<file path="config.mk">
export PLATFORM = sky130hd
export DESIGN_NAME = spi_tx_scheduler_flat
export DESIGN_NICKNAME = d
export VERILOG_FILES = /design/src/rtl/spi_pkg.sv /design/src/rtl/spi_tx_scheduler_if.sv /design/src/rtl/rr_arbiter.sv /design/src/rtl/spi_tx_scheduler.sv /design/src/flat_wrapper.sv
export SDC_FILE = /design/constraint.sdc
export NUM_CORES = 1
export LEC_CHECK = 0
export ABC_AREA = 1
export BUFFER_PORTS_ARGS = -buffer_cell sky130_fd_sc_hd__buf_2
export CAP_MARGIN = 20
export CORE_MARGIN = 4
export CORE_UTILIZATION = 24
export CTS_CLUSTER_DIAMETER = 60
export DETAILED_ROUTE_END_ITERATION = 8
export SYNTH_ARGS = -nofsm -noshare
export SYNTH_HDL_FRONTEND = slang
export SYNTH_HIERARCHICAL = 1
export SYNTH_SLANG_ARGS = --single-unit
</file>
<file path="constraint.sdc">
create_clock -name clock -period 2.4 [get_ports clock]
set_clock_uncertainty 0.15 [all_clocks]
set_input_delay 0.24 -clock clock [delete_from_list [all_inputs] [get_ports clock]]
set_output_delay 0.24 -clock clock [all_outputs]
set_load 0.01 [all_outputs]
</file>
<file path="src/rtl/spi_pkg.sv">
// Shared definitions for the SPI transmit scheduler: word width, scheduler
// state encoding and a constant-friendly ceil(log2) helper.
package spi_pkg;

  localparam int SPI_DATA_W = 24;

  typedef enum logic [1:0] {
    IDLE    = 2'b00,
    COLLECT = 2'b01,
    START   = 2'b10,
    DRAIN   = 2'b11
  } sched_state_t;

  // Never returns less than 1 so that a 1-entry index still has a real bit.
  function automatic int clog2(input int value);
    int result;
    result = 0;
    for (int v = value - 1; v > 0; v = v >> 1) begin
      result++;
    end
    return (result < 1) ? 1 : result;
  endfunction

endpackage

</file>
<file path="src/rtl/spi_tx_scheduler_if.sv">
// Bundle of requester, FIFO-write and transmitter-control signals around the
// scheduler. The master modport is the scheduler; slave is its surroundings.
interface spi_tx_scheduler_if
  import spi_pkg::*;
#(
  parameter int NUM_REQ = 4,
  parameter int DATA_W  = SPI_DATA_W,
  parameter int IDX_W   = clog2(NUM_REQ)
);

  logic [NUM_REQ-1:0]        i_req;
  logic [NUM_REQ*DATA_W-1:0] i_reqData;
  logic [NUM_REQ-1:0]        o_reqAck;
  logic                      i_fifoFull;
  logic                      i_fifoEmpty;
  logic                      o_fifoWr;
  logic [DATA_W-1:0]         o_fifoWdata;
  logic                      i_spiBusy;
  logic                      o_startTransmit;
  logic [IDX_W-1:0]          o_grantId;
  logic                      o_schedBusy;

  modport master (
    input  i_req, i_reqData, i_fifoFull, i_fifoEmpty, i_spiBusy,
    output o_reqAck, o_fifoWr, o_fifoWdata, o_startTransmit, o_grantId, o_schedBusy
  );

  modport slave (
    output i_req, i_reqData, i_fifoFull, i_fifoEmpty, i_spiBusy,
    input  o_reqAck, o_fifoWr, o_fifoWdata, o_startTransmit, o_grantId, o_schedBusy
  );

endinterface

</file>
<file path="src/rtl/rr_arbiter.sv">
// Combinational requester arbiter: round-robin from i_ptr by default, or fixed
// lowest-index priority when SPI_SCHED_FIXED_PRIO_EN is defined.
module rr_arbiter
  import spi_pkg::*;
#(
  parameter int NUM_REQ = 4,
  parameter int IDX_W   = clog2(NUM_REQ)
) (
  input  logic [NUM_REQ-1:0] i_req,
  input  logic [IDX_W-1:0]   i_ptr,
  output logic [NUM_REQ-1:0] o_grant,
  output logic [IDX_W-1:0]   o_idx,
  output logic               o_valid
);

  localparam int SUM_W = IDX_W + 1;

`ifdef SPI_SCHED_FIXED_PRIO_EN
  logic w_unusedPtr;
  assign w_unusedPtr = ^i_ptr;

  always_comb begin
    o_idx = '0;
    for (int i = NUM_REQ - 1; i >= 0; i--) begin
      if (i_req[i]) begin
        o_idx = IDX_W'(i);
      end
    end
  end
`else
  logic [2*NUM_REQ-1:0] w_doubled;
  logic [NUM_REQ-1:0]   w_rotated;

  // Rotating the request vector right by i_ptr makes "first at or after the
  // pointer" become "lowest set bit", then the offset is mapped back.
  assign w_doubled = {i_req, i_req} >> i_ptr;
  assign w_rotated = w_doubled[NUM_REQ-1:0];

  always_comb begin
    logic [SUM_W-1:0] w_sum;
    o_idx = '0;
    w_sum = '0;
    for (int k = NUM_REQ - 1; k >= 0; k--) begin
      if (w_rotated[k]) begin
        w_sum = {1'b0, i_ptr} + SUM_W'(k);
        if (w_sum >= SUM_W'(NUM_REQ)) begin
          w_sum = w_sum - SUM_W'(NUM_REQ);
        end
        o_idx = w_sum[IDX_W-1:0];
      end
    end
  end
`endif

  assign o_valid = |i_req;

  always_comb begin
    o_grant = '0;
    for (int j = 0; j < NUM_REQ; j++) begin
      o_grant[j] = o_valid && (o_idx == IDX_W'(j));
    end
  end

endmodule

</file>
<file path="src/rtl/spi_tx_scheduler.sv">
// Collects requester words into the shared SPI TX FIFO in bursts, then holds
// start_transmit until the burst drains. SPI_SCHED_FIXED_PRIO_EN selects fixed priority.
module spi_tx_scheduler
  import spi_pkg::*;
#(
  parameter int NUM_REQ   = 4,
  parameter int DATA_W    = SPI_DATA_W,
  parameter int BURST_MAX = 8
) (
  input logic                clock,
  input logic                reset,
  spi_tx_scheduler_if.master bus
);

  localparam int IDX_W = clog2(NUM_REQ);
  localparam int CNT_W = clog2(BURST_MAX + 1);

  sched_state_t r_state;
  sched_state_t w_nextState;

  logic [CNT_W-1:0]   r_burstCnt;
  logic [CNT_W-1:0]   w_cntAfter;
  logic [IDX_W-1:0]   r_grantId;
  logic [IDX_W-1:0]   w_ptr;
  logic [IDX_W-1:0]   w_grantIdx;
  logic [IDX_W-1:0]   w_nextPtr;
  logic [NUM_REQ-1:0] w_grant;
  logic               w_grantValid;
  logic               w_anyReq;
  logic               w_burstRoom;
  logic               w_doGrant;
  logic [NUM_REQ-1:0] w_reqAck;
  logic [DATA_W-1:0]  w_fifoWdata;

  rr_arbiter #(
    .NUM_REQ (NUM_REQ),
    .IDX_W   (IDX_W)
  ) u_arbiter (
    .i_req   (bus.i_req),
    .i_ptr   (w_ptr),
    .o_grant (w_grant),
    .o_idx   (w_grantIdx),
    .o_valid (w_grantValid)
  );

  assign w_anyReq    = |bus.i_req;
  assign w_burstRoom = r_burstCnt < CNT_W'(BURST_MAX);
  assign w_doGrant   = (r_state == COLLECT) && w_grantValid && !bus.i_fifoFull && w_burstRoom;
  assign w_nextPtr   = (w_grantIdx == IDX_W'(NUM_REQ - 1)) ? '0 : w_grantIdx + IDX_W'(1);

`ifdef SPI_SCHED_FIXED_PRIO_EN
  logic [IDX_W-1:0] w_unusedNextPtr;
  assign w_unusedNextPtr = w_nextPtr;
  assign w_ptr           = '0;
`else
  logic [IDX_W-1:0] r_rrPtr;

  always_ff @(posedge clock) begin
    if (reset) begin
      r_rrPtr <= '0;
    end else if (w_doGrant) begin
      r_rrPtr <= w_nextPtr;
    end
  end

  assign w_ptr = r_rrPtr;
`endif

  always_ff @(posedge clock) begin
    if (reset) begin
      r_state <= IDLE;
    end else begin
      r_state <= w_nextState;
    end
  end

  // The burst count only resets when a drained burst hands back to IDLE.
  always_ff @(posedge clock) begin
    if (reset) begin
      r_burstCnt <= '0;
      r_grantId  <= '0;
    end else if (w_doGrant) begin
      r_burstCnt <= w_cntAfter;
      r_grantId  <= w_grantIdx;
    end else if (r_state == DRAIN && w_nextState == IDLE) begin
      r_burstCnt <= '0;
    end
  end

  always_comb begin
    w_nextState = r_state;
    w_cntAfter  = r_burstCnt + CNT_W'(w_doGrant);
    case (r_state)
      IDLE: begin
        if (w_anyReq || bus.i_fifoFull) begin
          w_nextState = COLLECT;
        end
      end
      COLLECT: begin
        if (w_cntAfter == CNT_W'(BURST_MAX) || bus.i_fifoFull ||
            (!w_anyReq && r_burstCnt != '0)) begin
          w_nextState = START;
        end
      end
      START: begin
        if (bus.i_spiBusy) begin
          w_nextState = DRAIN;
        end
      end
      DRAIN: begin
        // A low spi_busy with words still queued is only an inter-word gap.
        if (bus.i_fifoEmpty && !bus.i_spiBusy) begin
          w_nextState = IDLE;
        end
      end
      default: w_nextState = IDLE;
    endcase
  end

  always_comb begin
    w_reqAck    = '0;
    w_fifoWdata = '0;
    if (w_doGrant) begin
      w_reqAck = w_grant;
      for (int i = 0; i < NUM_REQ; i++) begin
        if (w_grant[i]) begin
          w_fifoWdata = bus.i_reqData[i*DATA_W +: DATA_W];
        end
      end
    end
  end

  assign bus.o_reqAck        = w_reqAck;
  assign bus.o_fifoWr        = w_doGrant;
  assign bus.o_fifoWdata     = w_fifoWdata;
  assign bus.o_startTransmit = (r_state == START) || (r_state == DRAIN);
  assign bus.o_grantId       = r_grantId;
  assign bus.o_schedBusy     = (r_state != IDLE);

endmodule

</file>
<file path="src/flat_wrapper.sv">
// flat-port wrapper written by rule: the top's interface ports become plain ports
module spi_tx_scheduler_flat import spi_pkg::*;
#(
  parameter int NUM_REQ   = 4,
  parameter int DATA_W    = SPI_DATA_W,
  parameter int BURST_MAX = 8
)
  (clock, reset, bus_i_req, bus_i_reqData, bus_i_fifoFull, bus_i_fifoEmpty, bus_i_spiBusy, bus_o_reqAck, bus_o_fifoWr, bus_o_fifoWdata, bus_o_startTransmit, bus_o_grantId, bus_o_schedBusy);
  spi_tx_scheduler_if #(.NUM_REQ(NUM_REQ), .DATA_W(DATA_W)) bus_i ();
  input logic clock;
  input logic reset;
  input wire logic [$bits(bus_i.i_req)-1:0] bus_i_req;
  input wire logic [$bits(bus_i.i_reqData)-1:0] bus_i_reqData;
  input wire logic [$bits(bus_i.i_fifoFull)-1:0] bus_i_fifoFull;
  input wire logic [$bits(bus_i.i_fifoEmpty)-1:0] bus_i_fifoEmpty;
  input wire logic [$bits(bus_i.i_spiBusy)-1:0] bus_i_spiBusy;
  output wire logic [$bits(bus_i.o_reqAck)-1:0] bus_o_reqAck;
  output wire logic [$bits(bus_i.o_fifoWr)-1:0] bus_o_fifoWr;
  output wire logic [$bits(bus_i.o_fifoWdata)-1:0] bus_o_fifoWdata;
  output wire logic [$bits(bus_i.o_startTransmit)-1:0] bus_o_startTransmit;
  output wire logic [$bits(bus_i.o_grantId)-1:0] bus_o_grantId;
  output wire logic [$bits(bus_i.o_schedBusy)-1:0] bus_o_schedBusy;
  assign bus_i.i_req = bus_i_req;
  assign bus_i.i_reqData = bus_i_reqData;
  assign bus_i.i_fifoFull = bus_i_fifoFull;
  assign bus_i.i_fifoEmpty = bus_i_fifoEmpty;
  assign bus_i.i_spiBusy = bus_i_spiBusy;
  assign bus_o_reqAck = bus_i.o_reqAck;
  assign bus_o_fifoWr = bus_i.o_fifoWr;
  assign bus_o_fifoWdata = bus_i.o_fifoWdata;
  assign bus_o_startTransmit = bus_i.o_startTransmit;
  assign bus_o_grantId = bus_i.o_grantId;
  assign bus_o_schedBusy = bus_i.o_schedBusy;
  spi_tx_scheduler #(.NUM_REQ(NUM_REQ), .DATA_W(DATA_W), .BURST_MAX(BURST_MAX)) u_core (.clock(clock), .reset(reset), .bus(bus_i));
endmodule
</file>
==> run metrics <==
dpl cell area=around 2600 µm²; Critical Path Sink Type=primary output; Post-Syn Instances=~300; Final Hold Slack=around 0.11 ns; family with the most delay on the worst path=simple AND/OR/NAND/NOR gates; chip height=~92 µm; largest area contributor in the netlist=nand2_1; Buf/Inv on CP=6; Critical Path Source Type=flop; FF+latch count, synth=10; Slew headroom=0.804; layout net count=572; min-delay src=reset; mean area per synthesized cell=approximately 5.6 µm²; Worst Reg-to-Reg Cells=15; cell with the most instances after synthesis=nand2_1; CTS clk-pin slew, worst paths=0.05 ns; RSZ-0062 raised after global routing=yes; Layout area overhead=76.6%; critical setup path kind=reg2out; drt first pass iters=4; pwr dens=between 500 and 600 nW/µm²; initial core utilization=0.249; H-Tree Depth=1; Die W=92.2 µm; status=complete, but fails checks; Critical R2R Launch=u_core/r_rrPtr[0]$_SDFFE_PP0P_; post-place setup slack=-0.160 ns; DR vias=between 2,000 and 3,000; VDD IR max=between 0.0002 and 0.0003 V; Mapped Area=~1700 µm²; FFs w/ async S/R, synth=0; Crit path largest cell delay=~0.37 ns; GR Overflow Total=0; synthesized net count=413; row count=30; CTS buffer count=3; drt wl/cell=13.1 µm; synth top area cells=nand2_1 16%, dfxtp_1 12%, a21oi_1 10%, inv_1 9.5%, a22oi_1 7.5%; leakage power=1.69 nW; pin count of the biggest net entering global routing=21; max_cap viols=0; RePlAce Congestion=about 0.9; ant diodes=0; GR Util met2=0.290; EDFF count, synth=0; First DRT Iteration DRCs=between 150 and 200; Reg area=~210 µm²; yosys warns=6; Final setup viols=24; cell breakdown of the critical path=buf_8 -> nand2_2 -> nand2_2 -> nand2_2 -> nand2_2 -> inv_2 -> nand2_2 -> nand2_2 -> nand2_4 -> nand2_4 -> nor2_4 -> clkinv_4 -> nor2_4 -> buf_6 -> a22oi_2 -> o21ai_1 -> o211ai_1 -> inv_1 -> buf_2; core box area=approximately 6800 µm²; Vias per Instance=~4.7; latest clock arrival within the worst-skew pair=between 0.2 and 0.25 ns; Hold WC Path Type=in2reg; CTS tree=built; failing checks=setup timing; Commonest cells post-synth=73 x nand2_1, 43 x inv_1, 35 x a21oi_1; most frequent CP cell=nand2_2; clk sinks=10; layout cells sized above 1=0.515; DP HPWL=about 5700 µm; critical path fanouts, max=7; fmax=371 MHz; initial antenna violation count=0; Crit-path slowest cell=dfxtp_4; CTS Buffer Depth=2; Tcrit/Tclk final=1.12; grt peak-use layer=met2; min setup slack post-route=-0.294 ns; area occupied by multi-input gates=1410 µm²; CP endpoint=bus_o_fifoWdata[22]; I/O pins=roughly 140; DIE AREA=roughly 8500 µm²; worst slew pin tran=a little under 0.3 ns; first-pass GRT wire length=11,000 µm; Post-synth top flop=dfxtp_1; post-synth top area share=0.161; CP Data Required Time=roughly 2 ns; root buf cell=clkbuf_8; min cycle time layout=around 2.7 ns; GRT Total Usage=0.156; R2R Setup Slk=between 0.3 and 0.4 ns; Worst Path Arrival=around 2.3 ns; DRC=0; worst reg2reg path endpoint=u_core/r_rrPtr[1]$_SDFFE_PP0P_; register area share after synthesis=0.118; Post-Route WL=~7300 µm; I/O Buffers=roughly 140; final hold violation count=0; Fillers=around 750; met1 Usage GRT=0.191; Design Area, Final=3000 µm²; Max Slew Vio Count=0; CP startpoint=u_core/r_rrPtr[0]$_SDFFE_PP0P_; total power=~1.7 mW; met3 Resource Use GR=0.0221; ANT nets after route=0; vias in the first global route=roughly 2,400; Layout Cells excl Fill=558; Distinct cells, synth=26; Cells after DPL=~540; CP Depth=19
-- report_power, final --
part | switching [mW] | total, mW | internal, mW
logic | 0.708 | 1.28 | 0.575
clock network | 0.0650 | 0.209 | 0.144
registers | 0.0119 | 0.190 | 0.178
total | 0.785 | 1.68 | 0.897
-- state kept, by name (all words and copies together), names as in the netlist --
name,count
u_core/r_burstCnt,4
u_core/r_state,2
u_core/bus.o_grantId,2
u_core/r_rrPtr,2
-- cells in the final DEF, fill, tap and decap left out, drive strengths merged --
cell type,Yosys,layout
dfxtp,10,10
o21ai,34,34
ha,4,4
nand4,3,3
a22oi,17,17
nand2,81,81
nand3b,1,1
buf,10,166
nand3,10,10
clkinvlp,0,1
clkinv,0,1
clkbuf,5,5
o211ai,17,17
inv,50,48
and2,1,1
a21oi,35,35
nor2,26,28
-- final cells by class --
class | count | share of cell area
clock buffers | 4 | 0.0183
inverters | 50 | 0.0696
multi-input cells | 231 | 0.471
flip-flops and latches | 10 | 0.0692
well taps | 96 | 0.0400
repair buffers | 167 | 0.332
-- per-stage QoR --
| stage | util | setup TNS, ns |
|---|---|---|
| 2_1_floorplan | - | 0 |
| 3_3_place_gp | 0.376 | -1.83 |
| 3_5_place_dp | 0.376 | -2.66 |
| 4_1_cts | 0.421 | -5.19 |
| 5_1_grt | 0.440 | -10.13 |
| 6_report | 0.440 | -5.61 |
-- worst min path at each step --
stage | end | slack, ns | depth (start not counted)
2_1_floorplan | u_core/r_burstCnt[1]$_SDFFE_PP0P_ | 0.16 | 1
3_3_place_gp | u_core/r_rrPtr[0]$_SDFFE_PP0P_ | 0.33 | 2
3_5_place_dp | u_core/bus.o_grantId[0]$_SDFFE_PP0P_ | 0.33 | 2
4_1_cts | u_core/r_rrPtr[0]$_SDFFE_PP0P_ | 0.11 | 2
5_1_grt | u_core/r_rrPtr[0]$_SDFFE_PP0P_ | 0.13 | 2
6_report | u_core/r_rrPtr[0]$_SDFFE_PP0P_ | 0.11 | 2
-- cell families (layout without fill, tap and decap cells) --
logic type,count (synthesis),after routing,share of synthesized area
and+or+nand+nor,122,124,0.325
AOI/OAI and AO/OA,103,103,0.353
DFF,10,10,0.118
buffers and inverters,65,221,0.174
adders and majority gates,4,4,0.0294
-- what timing repair did --
action / CTS / global route
gates resized for setup: 61 / 28
endpoints found under the setup margin: 24 / 28
hold buffers: 0 / 0
cloned: 2 / 1
pin swaps: 24 / 21
setup buffers: 6 / 1
-- routing by layer --
layer,vias up,part of all wire
met5,-,0
met2,83,0.53
met1,1202,0.40
li1,1332,-
met4,0,0.0044
met3,4,0.064
Note: power is estimated with default switching activity, not from simulation.
